$ cat src/rtl/counter_pkg.sv
// Shared encodings for the programmable interval timer.
package counter_pkg;

  typedef enum logic {
    ST_IDLE = 1'b0,
    ST_RUN  = 1'b1
  } state_e;

  localparam logic MODE_ONESHOT  = 1'b0;
  localparam logic MODE_PERIODIC = 1'b1;

endpackage

$ cat src/rtl/counter_prescaler.sv
// Clock-enable prescaler: one tick every P+1 enabled cycles.
module counter_prescaler #(
  parameter int unsigned PWIDTH = 8
) (
  input  logic              clk,
  input  logic              rst_n,
  input  logic              clear,
  input  logic              enable,
  input  logic [PWIDTH-1:0] P,
  output logic              tick_o
);

  logic [PWIDTH-1:0] pcnt_q;

  assign tick_o = enable && !clear && (pcnt_q == P);

  always_ff @(posedge clk) begin
    if (!rst_n) begin
      pcnt_q <= '0;
    end else if (clear) begin
      pcnt_q <= '0;
    end else if (enable) begin
      pcnt_q <= tick_o ? '0 : pcnt_q + PWIDTH'(1);
    end
  end

endmodule

$ cat src/rtl/counter_timer.sv
// Programmable interval timer: one-shot or periodic count to N with prescaler,
// pause, abort and restart.
module counter_timer
  import counter_pkg::*;
#(
  parameter int unsigned DWIDTH = 7,
  parameter int unsigned PWIDTH = 8
) (
  input  logic              clk,
  input  logic              rst_n,
  input  logic              start_i,
  input  logic              abort_i,
  input  logic              pause_i,
  input  logic              mode_i,
  input  logic [DWIDTH-1:0] cnt_val_i,
  input  logic [PWIDTH-1:0] presc_i,
  output logic [DWIDTH-1:0] cnt_o,
  output logic              busy_o,
  output logic              done_o
);

  state_e            state_q;
  logic [DWIDTH-1:0] cnt_q;
  logic [DWIDTH-1:0] n_q;
  logic [PWIDTH-1:0] p_q;
  logic              mode_q;
  logic              done_q;

  logic              tick;
  logic              presc_clear;
  logic              presc_en;
  logic [DWIDTH-1:0] cnt_next;

  // Any launch or abort restarts the prescaler phase from zero.
  assign presc_clear = (state_q == ST_IDLE) | start_i | abort_i;
  assign presc_en    = (state_q == ST_RUN) & ~pause_i;
  assign cnt_next    = (cnt_q == n_q) ? DWIDTH'(1) : cnt_q + DWIDTH'(1);

  counter_prescaler #(
    .PWIDTH(PWIDTH)
  ) u_presc (
    .clk   (clk),
    .rst_n (rst_n),
    .clear (presc_clear),
    .enable(presc_en),
    .P     (p_q),
    .tick_o(tick)
  );

  always_ff @(posedge clk) begin
    if (!rst_n) begin
      state_q <= ST_IDLE;
      cnt_q   <= '0;
      n_q     <= '0;
      p_q     <= '0;
      mode_q  <= MODE_ONESHOT;
      done_q  <= 1'b0;
    end else begin
      done_q <= 1'b0;
      if (abort_i) begin
        state_q <= ST_IDLE;
      end else if (start_i) begin
        cnt_q <= '0;
        if (cnt_val_i == '0) begin
          // Zero-length interval completes immediately without entering RUN.
          state_q <= ST_IDLE;
          done_q  <= 1'b1;
        end else begin
          state_q <= ST_RUN;
          n_q     <= cnt_val_i;
          p_q     <= presc_i;
          mode_q  <= mode_i;
        end
      end else if (tick) begin
        cnt_q <= cnt_next;
        if (cnt_next == n_q) begin
          done_q <= 1'b1;
          if (mode_q == MODE_ONESHOT) begin
            state_q <= ST_IDLE;
          end
        end
      end
    end
  end

  assign cnt_o  = cnt_q;
  assign busy_o = (state_q == ST_RUN);
  assign done_o = done_q;

endmodule

$ cat config.mk
export PLATFORM = sky130hd
export DESIGN_NAME = counter_timer
export DESIGN_NICKNAME = d
export VERILOG_FILES = /design/src/rtl/counter_pkg.sv /design/src/rtl/counter_prescaler.sv /design/src/rtl/counter_timer.sv
export SDC_FILE = /design/constraint.sdc
export NUM_CORES = 1
export LEC_CHECK = 0
export ABC_AREA = 1
export CAP_MARGIN = 40
export CORE_MARGIN = 2
export CORE_UTILIZATION = 45
export CTS_BUF_LIST = sky130_fd_sc_hd__clkbuf_8 sky130_fd_sc_hd__clkbuf_16
export CTS_CLUSTER_SIZE = 14
export DETAILED_ROUTE_END_ITERATION = 10
export GPL_ROUTABILITY_DRIVEN = 1
export GPL_TIMING_DRIVEN = 0
export PLACE_DENSITY = 0.7
export RECOVER_POWER = 25
export SKIP_CTS_REPAIR_TIMING = 1
export SYNTH_ARGS = -nofsm -noshare
export SYNTH_HDL_FRONTEND = slang
export SYNTH_SLANG_ARGS = --single-unit
$ cat constraint.sdc
create_clock -name clk -period 4.2 [get_ports clk]
set_input_delay 1.26 -clock clk [delete_from_list [all_inputs] [get_ports clk]]
set_output_delay 1.26 -clock clk [all_outputs]
set_load 0.01 [all_outputs]
### Word level (Yosys, flattened, before mapping)

Cells that the tools add are included.

* flip-flop bits (word level): 33
* output and inout bits: 9
* logic and storage cells: 45

* add/sub/neg operators: 2
* eq/ne operators: 4
* multiplexer cells: 13
* bitwise logic cells: 8
* reductions and logical operators: 11

Operators with widths (count)
* 7-bit 2-to-1 mux: 3
* 7-bit == test: 2
* 1-bit 2-to-1 mux: 9
* 8-bit by 1-bit adder with 8-bit output (second input constant): 1
* 8-bit == test: 1
* 8-bit 2-to-1 mux: 1
* 7-bit by 1-bit adder with 7-bit output (second input constant): 1
* 7-bit zero test: 1
* 3-bit AND reduction: 2
* 1-bit inverter: 5
* 2-bit nonzero test: 2
* 2-bit OR reduction: 2
* 1-bit logical AND: 2
* 2-bit inequality test (second input constant): 1
* 1-bit OR: 2
* 2-bit AND reduction: 1
* 1-bit AND: 1
* 1-bit zero test: 1

### Depth between registers and ports, before layout

Gate-level depths: netlist of the first run.

* word-level depth: 8
* gate-level depth with buffers: 15
* mapped depth without buffers: 15

### By module

Synthesis of the first run repeated with hierarchy kept, for this count alone.

* cells, all modules: 292
* area total of the unflattened synthesis: 1904.3 um2

Modules (own cells, without submodules)
* counter_timer: times used 1, cells each 214, area each 1382.6 um2, sequential area each 500.5 um2
* counter_prescaler: times used 1, cells each 78, area each 521.8 um2, sequential area each 160.2 um2

### Least setup slack after synthesis of the first run

No wires, ideal clock.

* path type: input -> register
* from: input start_i
* to: register state_q, in the netlist busy_o
* library setup time: 116 ps
* arrival: 2333 ps
* slack: 1750 ps
* stages on the path: 15
* buffers on the path: 1
* path through: buf_6 inv_2 nand2_1 inv_2 nand2_1 nor2_1 nand2_1 nor2_4 nand2_1 inv_1 nand2_1 nor2_1 nand3_1 nand2_1 a21oi_1

* word-level cells in the longest chain between the ends: 7
* elaborated cells on any way between the ends: 10

Ends and longest elaborated chain
* start, declared: line counter_timer.sv:11 `input logic start_i,`
* 1-bit OR (2 in a row): line counter_timer.sv:35 `assign presc_clear = (state_q == ST_IDLE) | start_i | abort_i;`
* 1-bit zero test: line counter_prescaler.sv:15 `assign tick_o = enable && !clear && (pcnt_q == P);`
* 1-bit logical AND (2 in a row): line counter_prescaler.sv:15
* 2-bit nonzero test (no line)
* 3-bit AND reduction (no line)
* end signal, assigned: line counter_timer.sv:52 `state_q <= ST_IDLE;`
* end signal, assigned: line counter_timer.sv:61 `state_q <= ST_IDLE;`
* end signal, assigned: line counter_timer.sv:66 `state_q <= ST_IDLE;`
* end, declared: line counter_timer.sv:22 `state_e state_q;`

Several ways; a longest one is shown, not always the timed one.
A chain may end at the register's enable or synchronous reset.

### Worst setup path in the final report of the first run

* from: input pause_i
* to: register u_presc.pcnt_q[7]

* word-level cells in the longest chain between the ends: 5

Ends and longest elaborated chain
* start, declared: line counter_timer.sv:13 `input logic pause_i,`
* 1-bit inverter *: line counter_timer.sv:36 `assign presc_en = (state_q == ST_RUN) & ~pause_i;`
* 1-bit AND *: line counter_timer.sv:36
* 1-bit logical AND (2 in a row): line counter_prescaler.sv:15
* 8-bit 2-to-1 mux: line counter_prescaler.sv:23 `pcnt_q <= tick_o ? '0 : pcnt_q + PWIDTH'(1);`
* end signal, assigned: line counter_prescaler.sv:23
* end, declared: line counter_prescaler.sv:13 `logic [PWIDTH-1:0] pcnt_q;`

Mark *: on every way between the ends. The rest lies on a longest branch, timed or not.

==> results by group, run 1 <==
Clock tree
  – CTS clk-pin slew, worst paths: 0.06 ns
  – H-tree Lvls: 2
  – Total CTS buffers: 5
  – CTS max path bufs: 2
  – Clk_lat worst skew: 0.29 ns
  – Clock root buffer master: clkbuf_8
  – CTS tree: built
  – Clk sinks: 33

Die
  – Starting Density: 47.6%
  – CORE AREA: 0.00374 mm2
  – Die area: 0.00448 mm2
  – Row cnt: 22
  – Die H: 66.9 um
  – I/O Pins: 30
  – Die Wd: 66.9 um

Logic synthesis
  – Avg Inst Size Synth: 6.86 um2
  – Ranking of synthesized cells by area: dfxtp_1, nand2_1, inv_1, o21ai_0, a21oi_1
  – Register bit total from synthesis: 33
  – Synth top area share: 37.1%
  – Post-synthesis sequential area ratio: 37.1%
  – YS warnings: 0
  – Mapped Area: 0.00178 mm2
  – Cell taking the most area after synthesis: dfxtp_1
  – Post-Syn Instances: 260
  – Synth unique cells: 31
  – Syn nets: 283

STA
  – Final setup TNS: 0 ns
  – Final min period: 2.81 ns
  – Final Slew Violations: 0
  – RSZ-0062 raised after global routing: false
  – Max-slew headroom: 56.4%
  – Final setup fails: 0
  – F_max: 355 MHz
  – Tcrit/Tclk final: 67.0%
  – Final Hold Vio Count: 0
  – Layout Skew: 0.00649 ns
  – Worst-margin pin slew: 0.652 ns

Setup path
  – Critical-path cell list: clkdlybuf4s50_1 -> inv_1 -> nand2_1 -> inv_1 -> and3_1 -> nand3_1 -> o211ai_1 -> nor2_1
  – Setup slack, reg-to-reg: 2.32 ns
  – Crit path top cell by count: inv_1
  – Worst-path fanout max: 8
  – WP data arrival: 2.97 ns
  – End of the critical path: u_presc.pcnt_q[7]
  – Slowest-stage cell, CP: o211ai_1
  – CP startpoint: pause_i
  – Critical path class: primary input to flop
  – Largest stage delay, worst path: 0.57 ns
  – Launch point of the worst reg-to-reg path: cnt_o[0]
  – Critical Path RT: 4.35 ns
  – Critical Path End Type: flop
  – Reg2Reg Depth: 12
  – CP startpoint kind: primary input
  – Critical R2R Capture: busy_o

GRT
  – Global route overflow: 0
  – Gr usage total: 22.6%
  – Largest net degree at the start of global routing: 11
  – First-pass GRT wire length: 7.48 mm
  – Vias in the first global route: 1643
  – Initial antenna violation count: 0

Route
  – DRT iter0 DRCs: 129
  – Drt drc: 0
  – Vias: 1671
  – Vias per Instance: 4.86
  – WL final: 4.20 mm
  – Drt wl/cell: 12.2 um
  – Routed Antenna Nets: 0
  – Drt first pass iters: 4

Final layout
  – Share of cells above drive strength 1: 6.42%
  – Nets: 318
  – Number of diodes: 0
  – Cell area after layout: 0.00222 mm2
  – Area Overhead vs Synth: 24.8%

Place
  – Hpwl dp: 3.14 mm
  – GP Congestion: 0.832
  – Placed cell areas: 0.00212 mm2
  – Buffers on Ports: 28

Pwr
  – Worst VDD drop: 0.165 mV
  – Pleak: 0.959 nW
  – Cell Pwr Density: 331 mW/mm2

Status
  – Status: complete, no violations

Flow run
  – Max-cap violation count: 0

Min path
  – Hold Path Class: flop to flop
worst min-delay path by stage:
stage | depth (start not counted) | startpoint | slack [ns] | end
3_3_place_gp | 2 | p_q[5] | 0.46 | p_q[5]
2_1_floorplan | 2 | mode_q | 0.43 | mode_q
5_1_grt | 2 | p_q[6] | 0.49 | p_q[6]
6_report | 2 | p_q[5] | 0.47 | p_q[5]
4_1_cts | 2 | p_q[5] | 0.47 | p_q[5]
3_5_place_dp | 2 | p_q[5] | 0.46 | p_q[5]
sequential cells by signal, indices dropped and copies added, names as in the netlist:
signal,flops
mode_q,1
p_q,8
cnt_o,7
done_o,1
busy_o,1
n_q,7
u_presc.pcnt_q,8
through the flow:
stage	hold WS (ns)	util, %	setup WS (ns)	power (mW)	cells
global placement	0.455	56.7	1.12	0.472	336
detailed placement	0.458	56.7	1.11	0.473	336
floorplan	0.430	-	1.75	0.424	260
finish	0.469	59.4	1.39	0.736	344
global route	0.487	59.4	1.11	0.774	344
CTS	0.468	59.4	1.42	0.741	344
cells in the final DEF (no fill, tap or decap), types with 2 or more instances in the layout:
| cell | n |
|---|---|
| nand2_1 | 67 |
| a211oi_1 | 2 |
| nor2_1 | 19 |
| clkdlybuf4s50_1 | 18 |
| inv_1 | 34 |
| inv_2 | 3 |
| a21oi_1 | 22 |
| xor2_1 | 10 |
| clkbuf_8 | 7 |
| o21ai_0 | 24 |
| clkbuf_1 | 4 |
| xnor2_1 | 4 |
| buf_6 | 2 |
| ha_1 | 2 |
| nand3_1 | 12 |
| nor4_1 | 2 |
| o211a_1 | 3 |
| dfxtp_1 | 33 |
| nand2_2 | 2 |
| nor3_1 | 2 |
| dlygate4sd3_1 | 10 |
worst max-delay path, delay by kind of cell:
| family | cells | cell delay (ns) |
|---|---|---|
| buffers and inverters | 3 | 0.58 |
| and+or+nand+nor | 4 | 0.54 |
| AOI/OAI and AO/OA | 1 | 0.57 |
per-layer routing:
layer	vias up	global-route usage, %	wire length [um]
li1	902	-	-
met1	716	31.5	2200
met2	49	33.4	1670
met3	4	5.74	281
met4	0	8.16	44
met5	-	0	0
cell usage after synthesis:
cell       n
nand2_1   67
inv_1     34
dfxtp_1   33
o21ai_0   24
a21oi_1   22
nor2_1    19
nand3_1   12
xor2_1    10
clkbuf_1   4
xnor2_1    4
inv_2      3
o211a_1    3
a211oi_1   2
buf_6      2
ha_1       2
nand2_2    2
nor3_1     2
nor4_1     2
a21oi_2    1
and3_1     1
buf_1      1
nand3b_1   1
nand4_1    1
nor2_4     1
nor3_2     1
nor3b_1    1
o211ai_1   1
o21ai_4    1
o21bai_1   1
or2_0      1
or2_1      1
cell type report:
| type | instances | area, um2 |
|---|---|---|
| Buffer | 7 | 41.3 |
| Clock buffer | 7 | 96.3 |
| Clock inverter | 1 | 5.00 |
| Fill cell | 383 | 1520 |
| Inverter | 37 | 139 |
| Multi-Input combinational cell | 183 | 942 |
| Sequential cell | 33 | 661 |
| Tap cell | 48 | 60.1 |
| Timing Repair Buffer | 28 | 280 |
logic make-up after synthesis:
| group | Yosys count | synth area share, % |
|---|---|---|
| compound gates | 55 | 17.7 |
| xor+xnor | 14 | 6.88 |
| fa+ha+maj | 2 | 1.40 |
| buf+inv | 44 | 10.1 |
| flops | 33 | 37.1 |
| simple gates | 112 | 26.9 |
power by group:
group          leakage, nW  internal, mW  switching (mW)
sequential           0.270         0.328          0.0123
clock               0.0542         0.148           0.123
combinational        0.634        0.0569          0.0682
No activity file was read; power rests on OpenSTA's default activity.
==> run 2, diff against run 1 <==
==> constraint.sdc (replaced) <==
create_clock -name clk -period 2.9 [get_ports clk]
set_input_delay 0.87 -clock clk [delete_from_list [all_inputs] [get_ports clk]]
set_output_delay 0.87 -clock clk [all_outputs]
set_load 0.01 [all_outputs]
==> results of run 2 <==
The final DEF is identical to that of run 1. Status: complete, no violations.
Main changes from that run: setup slack after placement 1.11 ns -> 0.200 ns; setup slack after layout 1.39 ns -> 0.476 ns; register-to-register setup slack 2.32 ns -> 1.02 ns; total power 0.736 mW -> 1.07 mW; worst IR drop on VDD 0.165 mV -> 0.240 mV
